**config.mk**
```make
export PLATFORM = sky130hd
export DESIGN_NAME = adder_alu_pipe_flat
export DESIGN_NICKNAME = d
export VERILOG_FILES = /design/src/rtl/adder_alu_pipe_if.sv /design/src/rtl/adder_alu_pipe.sv /design/src/flat_wrapper.sv
export SDC_FILE = /design/constraint.sdc
export NUM_CORES = 1
export LEC_CHECK = 0
export CORE_MARGIN = 1
export CORE_UTILIZATION = 35
export DETAILED_ROUTE_END_ITERATION = 10
export PLACE_DENSITY = 0.67
export REMOVE_ABC_BUFFERS = 1
export SLEW_MARGIN = 10
export SYNTH_ARGS = -nofsm -noshare
export SYNTH_HDL_FRONTEND = slang
export SYNTH_SLANG_ARGS = --single-unit
```
**constraint.sdc**
```tcl
create_clock -name clk -period 4.6 [get_ports clk]
set_input_delay 0.69 -clock clk [delete_from_list [all_inputs] [get_ports clk]]
set_output_delay 0.69 -clock clk [all_outputs]
set_load 0.01 [all_outputs]
```
**src/rtl/adder_alu_pipe_if.sv**
```systemverilog
// Handshake bundle for adder_alu_pipe: operation request channel in, result channel out.
// The arithmetic unit uses the slave modport and the operand source/result sink uses the master modport.
interface adder_alu_pipe_if #(
    parameter int WIDTH = 32,
    parameter int TAG_W = 4
);
    logic             in_valid;
    logic             in_ready;
    logic [1:0]       in_op;
    logic [WIDTH-1:0] in_a;
    logic [WIDTH-1:0] in_b;
    logic [TAG_W-1:0] in_tag;
    logic             out_valid;
    logic             out_ready;
    logic [WIDTH-1:0] out_result;
    logic [3:0]       out_flags;
    logic [TAG_W-1:0] out_tag;

    modport slave (
        input  in_valid, in_op, in_a, in_b, in_tag, out_ready,
        output in_ready, out_valid, out_result, out_flags, out_tag
    );

    modport master (
        output in_valid, in_op, in_a, in_b, in_tag, out_ready,
        input  in_ready, out_valid, out_result, out_flags, out_tag
    );
endinterface

```
**src/rtl/adder_alu_pipe.sv**
```systemverilog
// Pipelined add/sub/inc/dec unit: one shared adder at the input, STAGES register slices,
// and a saturating counter of delivered results that overflowed.
module adder_alu_pipe #(
    parameter int WIDTH  = 32,
    parameter int STAGES = 2,
    parameter int TAG_W  = 4,
    parameter int CNT_W  = 16
) (
    input  logic             clk,
    input  logic             rst_n,
    adder_alu_pipe_if.slave  io,
    input  logic             clr_cnt,
    output logic [CNT_W-1:0] ovf_count
);

    if (WIDTH < 2 || WIDTH > 128) begin : g_bad_width
        $fatal(1, "adder_alu_pipe: WIDTH must be in 2..128");
    end
    if (STAGES < 1 || STAGES > 4) begin : g_bad_stages
        $fatal(1, "adder_alu_pipe: STAGES must be in 1..4");
    end

    typedef enum logic [1:0] {
        OP_ADD = 2'b00,
        OP_SUB = 2'b01,
        OP_INC = 2'b10,
        OP_DEC = 2'b11
    } alu_op_e;

    typedef struct packed {
        logic overflow;
        logic carry_out;
        logic zero;
        logic negative;
    } status_flags_t;

    typedef struct packed {
        logic [TAG_W-1:0] tag;
        status_flags_t    flags;
        logic [WIDTH-1:0] result;
    } stage_t;

    alu_op_e          op;
    logic [WIDTH-1:0] b_eff;
    logic             cin;
    logic [WIDTH:0]   sum;
    logic [WIDTH-1:0] res;
    status_flags_t    flags_in;

    logic [STAGES-1:0] valid_q, valid_d, load;
    stage_t            data_q [STAGES];
    stage_t            data_d [STAGES];
    logic [CNT_W-1:0]  ovf_count_q, ovf_count_d;

    // Every operation folds into A + B' + cin so a single adder serves all four.
    always_comb begin
        op    = alu_op_e'(io.in_op);
        b_eff = '0;
        cin   = 1'b0;
        case (op)
            OP_ADD: begin b_eff = io.in_b;  cin = 1'b0; end
            OP_SUB: begin b_eff = ~io.in_b; cin = 1'b1; end
            OP_INC: begin b_eff = '0;       cin = 1'b1; end
            OP_DEC: begin b_eff = '1;       cin = 1'b0; end
            default: begin b_eff = '0;      cin = 1'b0; end
        endcase
        sum = {1'b0, io.in_a} + {1'b0, b_eff} + {{WIDTH{1'b0}}, cin};
        res = sum[WIDTH-1:0];
        flags_in.overflow  = (io.in_a[WIDTH-1] == b_eff[WIDTH-1]) && (res[WIDTH-1] != io.in_a[WIDTH-1]);
        flags_in.carry_out = sum[WIDTH];
        flags_in.zero      = (res == '0);
        flags_in.negative  = res[WIDTH-1];
    end

    // Stage k may load when out_ready is high or any slot from k to the end is empty;
    // this is the unrolled form of the per-stage ready chain, free of self-reference.
    always_comb begin
        load = '0;
        for (int unsigned k = 0; k < STAGES; k++) begin
            load[k] = io.out_ready || (|(~valid_q & ({STAGES{1'b1}} << k)));
        end
    end

    always_comb begin
        valid_d = valid_q;
        data_d  = data_q;
        if (load[0]) begin
            valid_d[0] = io.in_valid;
            if (io.in_valid) begin
                data_d[0].tag    = io.in_tag;
                data_d[0].flags  = flags_in;
                data_d[0].result = res;
            end
        end
        for (int unsigned k = 1; k < STAGES; k++) begin
            if (load[k]) begin
                valid_d[k] = valid_q[k-1];
                if (valid_q[k-1]) data_d[k] = data_q[k-1];
            end
        end
    end

    always_comb begin
        ovf_count_d = ovf_count_q;
        if (clr_cnt) begin
            ovf_count_d = '0;
        end else if (io.out_valid && io.out_ready && data_q[STAGES-1].flags.overflow
                     && ovf_count_q != '1) begin
            ovf_count_d = ovf_count_q + CNT_W'(1);
        end
    end

    always_ff @(posedge clk or negedge rst_n) begin
        if (!rst_n) begin
            valid_q     <= '0;
            ovf_count_q <= '0;
            for (int unsigned k = 0; k < STAGES; k++) data_q[k] <= '0;
        end else begin
            valid_q     <= valid_d;
            ovf_count_q <= ovf_count_d;
            for (int unsigned k = 0; k < STAGES; k++) data_q[k] <= data_d[k];
        end
    end

    assign io.in_ready   = load[0];
    assign io.out_valid  = valid_q[STAGES-1];
    assign io.out_result = data_q[STAGES-1].result;
    assign io.out_flags  = data_q[STAGES-1].flags;
    assign io.out_tag    = data_q[STAGES-1].tag;
    assign ovf_count     = ovf_count_q;

endmodule

```
**src/flat_wrapper.sv**
```systemverilog
// flat-port wrapper written by rule: the top's interface ports become plain ports
module adder_alu_pipe_flat 
#(
    parameter int WIDTH  = 32,
    parameter int STAGES = 2,
    parameter int TAG_W  = 4,
    parameter int CNT_W  = 16
)
  (clk, rst_n, clr_cnt, ovf_count, io_in_valid, io_in_op, io_in_a, io_in_b, io_in_tag, io_out_ready, io_in_ready, io_out_valid, io_out_result, io_out_flags, io_out_tag);
  adder_alu_pipe_if #(.WIDTH(WIDTH), .TAG_W(TAG_W)) io_i ();
  input  logic clk;
  input  logic rst_n;
  input  logic clr_cnt;
  output logic [CNT_W-1:0] ovf_count;
  input wire logic [$bits(io_i.in_valid)-1:0] io_in_valid;
  input wire logic [$bits(io_i.in_op)-1:0] io_in_op;
  input wire logic [$bits(io_i.in_a)-1:0] io_in_a;
  input wire logic [$bits(io_i.in_b)-1:0] io_in_b;
  input wire logic [$bits(io_i.in_tag)-1:0] io_in_tag;
  input wire logic [$bits(io_i.out_ready)-1:0] io_out_ready;
  output wire logic [$bits(io_i.in_ready)-1:0] io_in_ready;
  output wire logic [$bits(io_i.out_valid)-1:0] io_out_valid;
  output wire logic [$bits(io_i.out_result)-1:0] io_out_result;
  output wire logic [$bits(io_i.out_flags)-1:0] io_out_flags;
  output wire logic [$bits(io_i.out_tag)-1:0] io_out_tag;
  assign io_i.in_valid = io_in_valid;
  assign io_i.in_op = io_in_op;
  assign io_i.in_a = io_in_a;
  assign io_i.in_b = io_in_b;
  assign io_i.in_tag = io_in_tag;
  assign io_i.out_ready = io_out_ready;
  assign io_in_ready = io_i.in_ready;
  assign io_out_valid = io_i.out_valid;
  assign io_out_result = io_i.out_result;
  assign io_out_flags = io_i.out_flags;
  assign io_out_tag = io_i.out_tag;
  adder_alu_pipe #(.WIDTH(WIDTH), .STAGES(STAGES), .TAG_W(TAG_W), .CNT_W(CNT_W)) u_core (.clk(clk), .rst_n(rst_n), .io(io_i), .clr_cnt(clr_cnt), .ovf_count(ovf_count));
endmodule
```
==> flow_summary.ini <==
[status]
status = finished, final reports clean

[sta]
setup_viol = 0
fin_crit_ps = 4240
skew_ps = 9.99
holdWs_ps = 442
finalHoldViolations = 0
slew_viol_final = 0
max_slew_margin_pct = 47.7
fmax_mhz = 236
fin_crit_sh_pct = 92.3
setup_ws_ps = 355
worstMarginPinSlew_ps = 785
rsz0062_at_grt = false

[final_layout]
layout.cells.most_common = clkdlybuf4s50_1
fillers = 1861
antenna_cells = 0
layout_common_cells = 131 x clkdlybuf4s50_1, 96 x dfrtp_1, 66 x a21oi_1, 66 x nand2_1
syn2layout_area_growth_pct = 28.4
stdcell_area_um2 = 8760
drive_gt1_share_pct = 15.3
fin_nets = 989

[clock_tree]
cts_htree_levels = 3
clkTransAtPathRegs_ps = 70
cts-root-buf = clkbuf_16
cts_max_path_buffers = 2
clkSinkCount = 96
clk_latency_ps = 340
cts_tree = done
cts_resized = 0
cts_hold_buf = 0
cts_buffers = 9
postCtsSetupBuffers = 0

[global_routing]
grt_usage_pct = 17.1
grt_max_degree = 65
grt_pass1_vias = 5591
grt_overflow_total = 0
grt_first_pass_wirelength_um = 27900
antenna_found_initial = 0

[routing]
totalWireLength_um = 16200
viasPerCell = 5.06
drcViolationCount = 0
wire_per_inst_um = 14.2
drt_pre_antenna_iters = 5
first_iter_violations = 359
vias = 5783
postRouteAntennaNets = 0

[floorplan]
die_area_um2 = 20100
num_io_pins = 133
die_height_um = 142
num_rows = 50
die_w_um = 142
core-area_um2 = 18900
initial_core_util_pct = 36.1

[min_path]
hold_path.class = in2async

[logic_synthesis]
ys_seq_elements = 96
synth_top_area_cell = dfrtp_1
synth_top_area_share_pct = 35.2
synth_cells = 757
synth-seq-area-share_pct = 35.2
synth-edff-count = 0
synth.area.top_cells = dfrtp_1 35%, mux2_2 8.2%, ha_1 6.4%
netlist_area_um2 = 6830
synth_area_per_cell_um2 = 9.02
async_flop_share_pct = 100
synth_ff_type = dfrtp_1
ys_types = 65
yosysWarnings = 0

[critical_path]
reg2reg_from = u_core.ovf_count[2]
reg2reg_slack_ps = 2310
path_common_cell = nand4_1
end_kind = register
r2r_cells = 8
critical_path.top_delay_family = compound AO/OA/AOI/OAI gates
required_ps = 4870
worstReg2RegEnd = u_core.ovf_count[13]
critPathKind = in2reg
path_buf_inv = 3
startpoint_type = input pin
slowest_stage = clkdlybuf4s50_1
cp_cell_sequence = clkdlybuf4s50_1, ha_1, buf_4, a211oi_1, a21oi_1, ha_1, a21o_1, a211o_1, o2111a_1, buf_4, or4_1, nand4_1, nand4_1, nor4_2, nand4_1, o21ai_1
critPathMaxFanout = 8
slowest_delay_ps = 460
crit_arrival_ps = 4520

[pwr]
powerDensity_nw_per_um2 = 369
total_power_mw = 3.23
ir_drop_uv = 209
power.leakage_nw = 3.83

[placement]
dpl_cell_area_um2 = 8480
io_buffers = 132
pre_cts_slack_ps = -7.97
routabilityCongestion = 0.873
dp_hpwl_um = 12800

[job]
drv_cap = 0
## flip-flops by register name, summed over array words and instances (netlist names)
name and count:
u_core.valid_q 2, u_core.ovf_count 16, u_core.io.out_result 32, u_core.io.out_tag 4
u_core.data_q 39, u_core.io.out_flags 3
## routing by layer
metal	track usage [%]	wire, um	vias up
li1	-	-	2971
met1	25.3	8330	2652
met2	26.5	7090	146
met3	1.69	600	14
met4	4.36	178	0
met5	0	0	-
## logic make-up (layout without fill, tap and decap cells)
family | count (synthesis) | after routing | share of synthesized area (%)
muxes | 53 | 53 | 8.71
DFF | 96 | 96 | 35.2
AOI/OAI and AO/OA | 225 | 225 | 22.3
xor gates and xnor gates | 27 | 27 | 3.46
adders and majority gates | 37 | 37 | 7.00
and+or+nand+nor | 198 | 198 | 14.3
buffers and inverters | 121 | 246 | 8.98
## per-stage QoR
stage / setup TNS, ps / utilization, % / instances
finish: 0 / 46.4 / 1142
CTS: 0 / 46.4 / 1142
floorplan: -334 / - / 681
global placement: 0 / 44.9 / 1126
global route: 0 / 46.4 / 1142
detailed placement: -7.97 / 44.9 / 1126
## where the power goes
part / leakage [nW] / switching (mW) / internal (mW)
registers: 1.19 / 0.119 / 1.07
logic: 2.50 / 0.621 / 0.715
clock network: 0.140 / 0.330 / 0.378
total: 3.83 / 1.07 / 2.16
## synthesized netlist by cell type, drive strengths merged (4+ instances only)
| library cell | n |
|---|---|
| o31a | 4 |
| o211ai | 8 |
| nor3 | 14 |
| nand4 | 8 |
| o211a | 4 |
| ha | 35 |
| or2 | 7 |
| and4 | 4 |
| xor2 | 16 |
| buf | 48 |
| a21oi | 66 |
| o2111ai | 5 |
| xnor2 | 11 |
| and3 | 10 |
| a211o | 4 |
| a21o | 7 |
| clkbuf | 28 |
| o21ai | 41 |
| dfrtp | 96 |
| nand3 | 10 |
| nor4 | 4 |
| nor2b | 4 |
| nor2 | 40 |
| nand2b | 9 |
| or4 | 4 |
| or3 | 6 |
| nand2 | 67 |
| inv | 45 |
| a22oi | 4 |
| and2 | 7 |
| a211oi | 40 |
| o31ai | 8 |
| mux2 | 51 |
| o21a | 6 |
## cell type report
class | count | area, um2 | area share (%)
clock buffers | 9 | 225 | 2.57
clock inverters | 7 | 61.3 | 0.700
inverters | 45 | 169 | 1.93
multi-input cells | 540 | 3810 | 43.5
flip-flops and latches | 96 | 2400 | 27.4
well taps | 260 | 325 | 3.71
repair buffers | 185 | 1770 | 20.2
## how the worst max path moves through the flow
stage | start | slack, ps | endpoint | cells past startpoint
2_1_floorplan | io_in_op[1] | -170 | u_core.data_q[73] | 15
3_3_place_gp | io_in_op[0] | 80 | u_core.data_q[73] | 16
3_5_place_dp | io_in_op[0] | -8 | u_core.data_q[73] | 16
4_1_cts | io_in_op[0] | 360 | u_core.data_q[73] | 16
5_1_grt | io_in_op[1] | 40 | u_core.data_q[73] | 17
6_report | io_in_op[0] | 360 | u_core.data_q[73] | 16
Note: power is estimated with default switching activity, not from simulation.
==> RTL change 1 (same flow settings) <==
`CNT_W` is set to 16 in 2 places; all go to 32.
--- a/src/rtl/adder_alu_pipe.sv
+++ b/src/rtl/adder_alu_pipe.sv
@@ -4,7 +4,7 @@
     parameter int WIDTH  = 32,
     parameter int STAGES = 2,
     parameter int TAG_W  = 4,
-    parameter int CNT_W  = 16
+    parameter int CNT_W  = 32
 ) (
     input  logic             clk,
     input  logic             rst_n,
--- a/src/flat_wrapper.sv
+++ b/src/flat_wrapper.sv
@@ -4,7 +4,7 @@
     parameter int WIDTH  = 32,
     parameter int STAGES = 2,
     parameter int TAG_W  = 4,
-    parameter int CNT_W  = 16
+    parameter int CNT_W  = 32
 )
   (clk, rst_n, clr_cnt, ovf_count, io_in_valid, io_in_op, io_in_a, io_in_b, io_in_tag, io_out_ready, io_in_ready, io_out_valid, io_out_result, io_out_flags, io_out_tag);
   adder_alu_pipe_if #(.WIDTH(WIDTH), .TAG_W(TAG_W)) io_i ();
Interface: changed (resized ovf_count); port bits go from 133 to 149. The function was not compared with the original's and may differ.
==> RTL change 1 against the original RTL <==
Total power up 5.8%. Final area increased by 11%. Sequential share of layout area grew 1.5 points. Wire length rose by 13%. Clock power is 4.2% higher. Synthesized area rose by 10%. Setup slack worse by 0.049 ns. Sequential cell count grew 16. Largest power group unchanged. Non-clock buffer count grew 28.
==> RTL change 1: results (changes against the original RTL) <==
[timing]
max_slew_margin_pct = 24.8  ; -23 points
hold_ws_ns = 0.436  ; -0.00560 ns
skew_ns = 0.00587  ; -0.00412 ns

[grt]
use_met1_pct = 22.9  ; -2.4 points
grt_max_degree = 70  ; +7.7%
met2_usage_pct = 28.7  ; +2.2 points
grt_pass1_wl_um = 30200  ; +8.3%
grt_use_met3_pct = 1.87  ; +0.18 points
grt_pass1_vias = 6122  ; +9.5%
grt_util_all_layers_pct = 16.9  ; -0.18 points

[drt]
via_per_inst = 5.07  ; +0.20%
wl_um = 18400  ; +13%
drt_iter0_drc = 324  ; -9.7%

[power_and_ir_drop]
power.leakage_nw = 4.19  ; +9.3%
p_int_mw = 2.31  ; +6.9%
ir_drop_mv = 0.209  ; -0.28%

[synthesis]
ys_top_cells_by_count = 112 x dfrtp_1, 75 x a21oi_1, 75 x nand2_1
ys_seq_area_share_pct = 37.2  ; +2.0 points
syn_inst = 837  ; +11%
synth.distinct_cells = 61  ; -6.2%
yosys-top-cells-area = dfrtp_1 37%, mux2_2 7.8%, ha_1 5.8%

[place]
place_inst = 1245  ; +11%
post_dp_cell_area_mm2 = 0.00941  ; +11%
post-dp-hpwl_um = 14600  ; +13%
port_buffers = 148  ; +12%
place.gp.congestion = 0.880  ; +0.84%

[finish]
fillCellCount = 2061  ; +11%
drive_gt1_share_pct = 15.4  ; +0.13 points

[worst_setup_path]
worstPathArrival_ns = 4.56  ; +0.04 ns

[status]
status = complete, no violations

-- RTL change 1: changes by cell type after synthesis, sizes merged, moves of 6 or more --
cell and change:
dfrtp +16, o21ai +13, xor2 +12, or3 +11, a21oi +9, nand2 +8, nor2 +7, a21o +6
and4 +6, inv +6, nand3 +6, nand4 +6
-- RTL change 1: cells by family (layout without fill, tap and decap cells) --
| kind of cell | Yosys count | in the layout | synth area share (%) |
|---|---|---|---|
| adders and majority gates | 37 | 37 | 6.34 |
| xor gates and xnor gates | 43 | 43 | 5.00 |
| muxes | 55 | 55 | 8.17 |
| AOI/OAI and AO/OA | 233 | 233 | 19.5 |
| and+or+nand+nor | 226 | 226 | 15.1 |
| buffers and inverters | 131 | 279 | 8.72 |
| DFF | 112 | 112 | 37.2 |
-- RTL change 1: power by group through the flow --
stage	sequential, mW	clock [mW]	combinational [mW]
3_5_place_dp	1.35	0	1.35
3_3_place_gp	1.34	0	1.34
5_1_grt	1.36	0.804	1.47
4_1_cts	1.33	0.762	1.36
6_report	1.33	0.738	1.35
2_1_floorplan	1.39	0	0.634
-- RTL change 1: cell type report --
type / count / area, µm² / share of cell area, %
multi-input combinational: 594 / 4090 / 42.2
sequential: 112 / 2800 / 28.9
timing repair buffer: 213 / 1990 / 20.5
tap: 275 / 344 / 3.55
clock buffer: 9 / 225 / 2.32
inverter: 51 / 191 / 1.97
clock inverter: 6 / 53.8 / 0.554
-- RTL change 1: per-stage QoR --
| stage | setup WS [ns] | power, mW |
|---|---|---|
| after floorplan | -0.279 | 2.02 |
| after CTS | 0.112 | 3.46 |
| after detailed placement | -0.255 | 2.71 |
| final | 0.306 | 3.42 |
| after global routing | 0.0478 | 3.64 |
| after global placement | -0.0757 | 2.68 |
-- RTL change 1: critical path, stage by stage --
cell,delay (ns)
clkdlybuf4s50_1,0.46
inv_1,0.08
ha_2,0.27
a211oi_1,0.06
a21o_1,0.18
fa_1,0.45
fa_1,0.42
nor2b_1,0.22
o2111ai_2,0.16
buf_4,0.18
a21o_1,0.22
a21oi_1,0.16
buf_4,0.15
o2111a_1,0.18
o21ai_0,0.11
a211oi_1,0.27
nand4_1,0.12
o21ai_1,0.17
-- RTL change 1: layer usage --
layer / up-vias / share of wire [%]
li1: 3251 / -
met4: 0 / 1.0
met5: - / 0
met2: 151 / 48
met3: 13 / 4.2
met1: 2978 / 47
-- RTL change 1: final timing paths --
kind,start,endpoint,depth (start not counted)
max,io_in_op[0],u_core.data_q[73],18
min,rst_n,u_core.io.out_result[3],1
max reg2reg,u_core.ovf_count[10],u_core.ovf_count[31],8
min reg2reg,u_core.data_q[74],u_core.data_q[74],2
max in group asynchronous,rst_n,u_core.ovf_count[26],2
min in group clk,u_core.data_q[74],u_core.data_q[74],2
==> RTL change 2 (same flow settings) <==
Made on the original files. Reset style: synchronous (`rst_n`), changed in one clocked block.
--- a/src/rtl/adder_alu_pipe.sv
+++ b/src/rtl/adder_alu_pipe.sv
@@ -110,7 +110,7 @@
         end
     end
 
-    always_ff @(posedge clk or negedge rst_n) begin
+    always_ff @(posedge clk) begin
         if (!rst_n) begin
             valid_q     <= '0;
             ovf_count_q <= '0;
Behaviour: differs if rst_n is asserted again (counterexample within 4 cycles, from zero or initial values and one cycle with rst_n low); with rst_n held inactive, the same outputs for 4 cycles.
==> RTL change 2 against the original RTL <==
Combinational power down 40%. Setup slack better by 0.036 ns. Final area down 6.5%. Final cell count increased by 4.3%. Wire length shrank 1.8%. Synthesized area decreased by 6.2%. Core utilization shrank 0.79 points. Critical path depth grew 1. Largest cell class unchanged. Total power fell by 24%. Sequential cell count unchanged.
==> RTL change 2: results (changes against the original RTL) <==
[place]
place.gp.congestion = 0.860  ; -1.4%
place_ws_ns = -0.0191  ; -0.0111 ns
post-dp-hpwl_um = 12300  ; -4.3%
post_dp_cell_area_mm2 = 0.00789  ; -6.9%
port_buffers = 132  ; unchanged
place_inst = 1175  ; +4.4%

[hold_path]
hp-class = reg2reg

[synthesis]
ys_seq_area_share_pct = 30.0  ; -5.2 points
synth.distinct_cells = 72  ; +11%
synth-main-ff-cell = dfxtp_1
syn_area_per_cell_um2 = 7.48  ; -17%
ys_top_cells_by_count = 135 x nand2_1, 121 x a21oi_1, 96 x dfxtp_1
yosys-top-cells-area = dfxtp_1 30%, a21oi_1 9.5%, nand2_1 7.9%
async_flop_share_pct = 0  ; -100 points

[worst_setup_path]
critPathSlowestCell = or4_4
cpPeakStageDelay_ns = 0.54  ; +0.08 ns
worstPathArrival_ns = 4.50  ; -0.02 ns
cp_top_family = simple AND/OR/NAND/NOR gates
crit_fanout = 25  ; +17

[cts]
path_clk_slew_ns = 0.07  ; about the same
post-cts-setup-buffer-count = 0  ; unchanged
cts_max_level = 3  ; unchanged
clock_path_buffers = 2  ; unchanged

[power_and_ir_drop]
ir_drop_mv = 0.201  ; -4.1%
power.switching_mw = 0.796  ; -26%
power.leakage_nw = 3.20  ; -16%

[status]
status = complete, no violations

[grt]
grt_util_all_layers_pct = 17.4  ; +0.26 points
grt_pass1_vias = 5273  ; -5.7%
grt_pass1_wl_um = 26200  ; -6.1%
antenna_found_initial = 0  ; unchanged
grt_max_degree = 57  ; -12%

[finish]
fillCellCount = 1817  ; -2.4%
final_nets = 1069  ; +8.1%
largest_register = u_core.data_q
drive_gt1_share_pct = 8.63  ; -6.7 points
largest_register_ffs = 39  ; unchanged
diodes = 0  ; unchanged

[timing]
max_slew_margin_pct = 38.0  ; -9.7 points
skew_ns = 0.00934  ; -0.000655 ns
hold_ws_ns = 0.454  ; +0.0121 ns

[drt]
drt_iter0_drc = 254  ; -29%
wl_per_cell_um = 13.3  ; -5.9%
via_per_inst = 4.98  ; -1.6%
drt_pass1_iterations = 4  ; -1
vias = 5936  ; +2.6%

==> RTL change 2: cell count changes in the layout (fill, tap and decap cells not counted), moves of 7 or more <==
cell | unedited run | this run
buf_4 | 50 | 43
a21oi_1 | 66 | 121
dfrtp_1 | 96 | 0
nand2_1 | 66 | 135
o21ai_0 | 33 | 17
o31ai_1 | 8 | 0
mux2_2 | 50 | 1
nand3_1 | 10 | 23
xnor2_1 | 11 | 18
nor2_1 | 40 | 69
dfxtp_1 | 0 | 96
==> RTL change 2: routing by layer <==
layer  global-route usage, %  vias to the layer above  share of wire (%)
met4                    6.35                        0                1.0
li1                        -                     3150                  -
met3                    1.51                       11                3.1
met5                       0                        -                  0
met1                    24.8                     2659                 50
met2                    27.0                      116                 46
==> RTL change 2: path summary, 6_finish.rpt <==
check	start	to	slack [ns]	cells past startpoint
setup / recovery	io_in_op[1]	u_core.data_q[73]	0.39	17
hold / removal	u_core.io.out_result[18]	u_core.io.out_result[18]	0.45	2
setup reg to reg	u_core.ovf_count[3]	u_core.ovf_count[6]	2.08	9
hold reg to reg	u_core.io.out_result[18]	u_core.io.out_result[18]	0.45	2
==> RTL change 2: cell type report <==
type / instances / area (µm²) / area share (%)
multi-input combinational: 626 / 3820 / 46.7
sequential: 96 / 1920 / 23.5
timing repair buffer: 177 / 1680 / 20.6
tap: 229 / 287 / 3.50
clock buffer: 10 / 239 / 2.92
inverter: 47 / 176 / 2.15
clock inverter: 6 / 58.8 / 0.718
==> RTL change 2: logic make-up after synthesis <==
| family | count (synthesis) | share of synthesized area, % |
|---|---|---|
| flops | 96 | 30.0 |
| xor+xnor | 36 | 4.92 |
| simple gates | 305 | 22.4 |
| fa+ha+maj | 37 | 7.46 |
| buf+inv | 134 | 10.4 |
| compound gates | 244 | 24.2 |
| mux | 4 | 0.645 |
==> RTL change 2: power groups by stage <==
stage | Sequential [mW] | Clock [mW] | Combinational [mW]
after global routing | 0.917 | 0.798 | 0.899
final | 0.911 | 0.739 | 0.803
after global placement | 0.929 | 0 | 0.793
after floorplan | 0.930 | 0 | 0.504
after CTS | 0.912 | 0.758 | 0.807
after detailed placement | 0.931 | 0 | 0.803
==> RTL change 2: worst register-to-register path: stages (launching register included) <==
cell	delay, ns
dfxtp_1	0.37
and3_1	0.18
and3_1	0.22
nand3_1	0.12
nor2_1	0.07
and2_1	0.21
a41oi_1	0.51
nand3_1	0.25
or3_1	0.35
a21oi_1	0.16
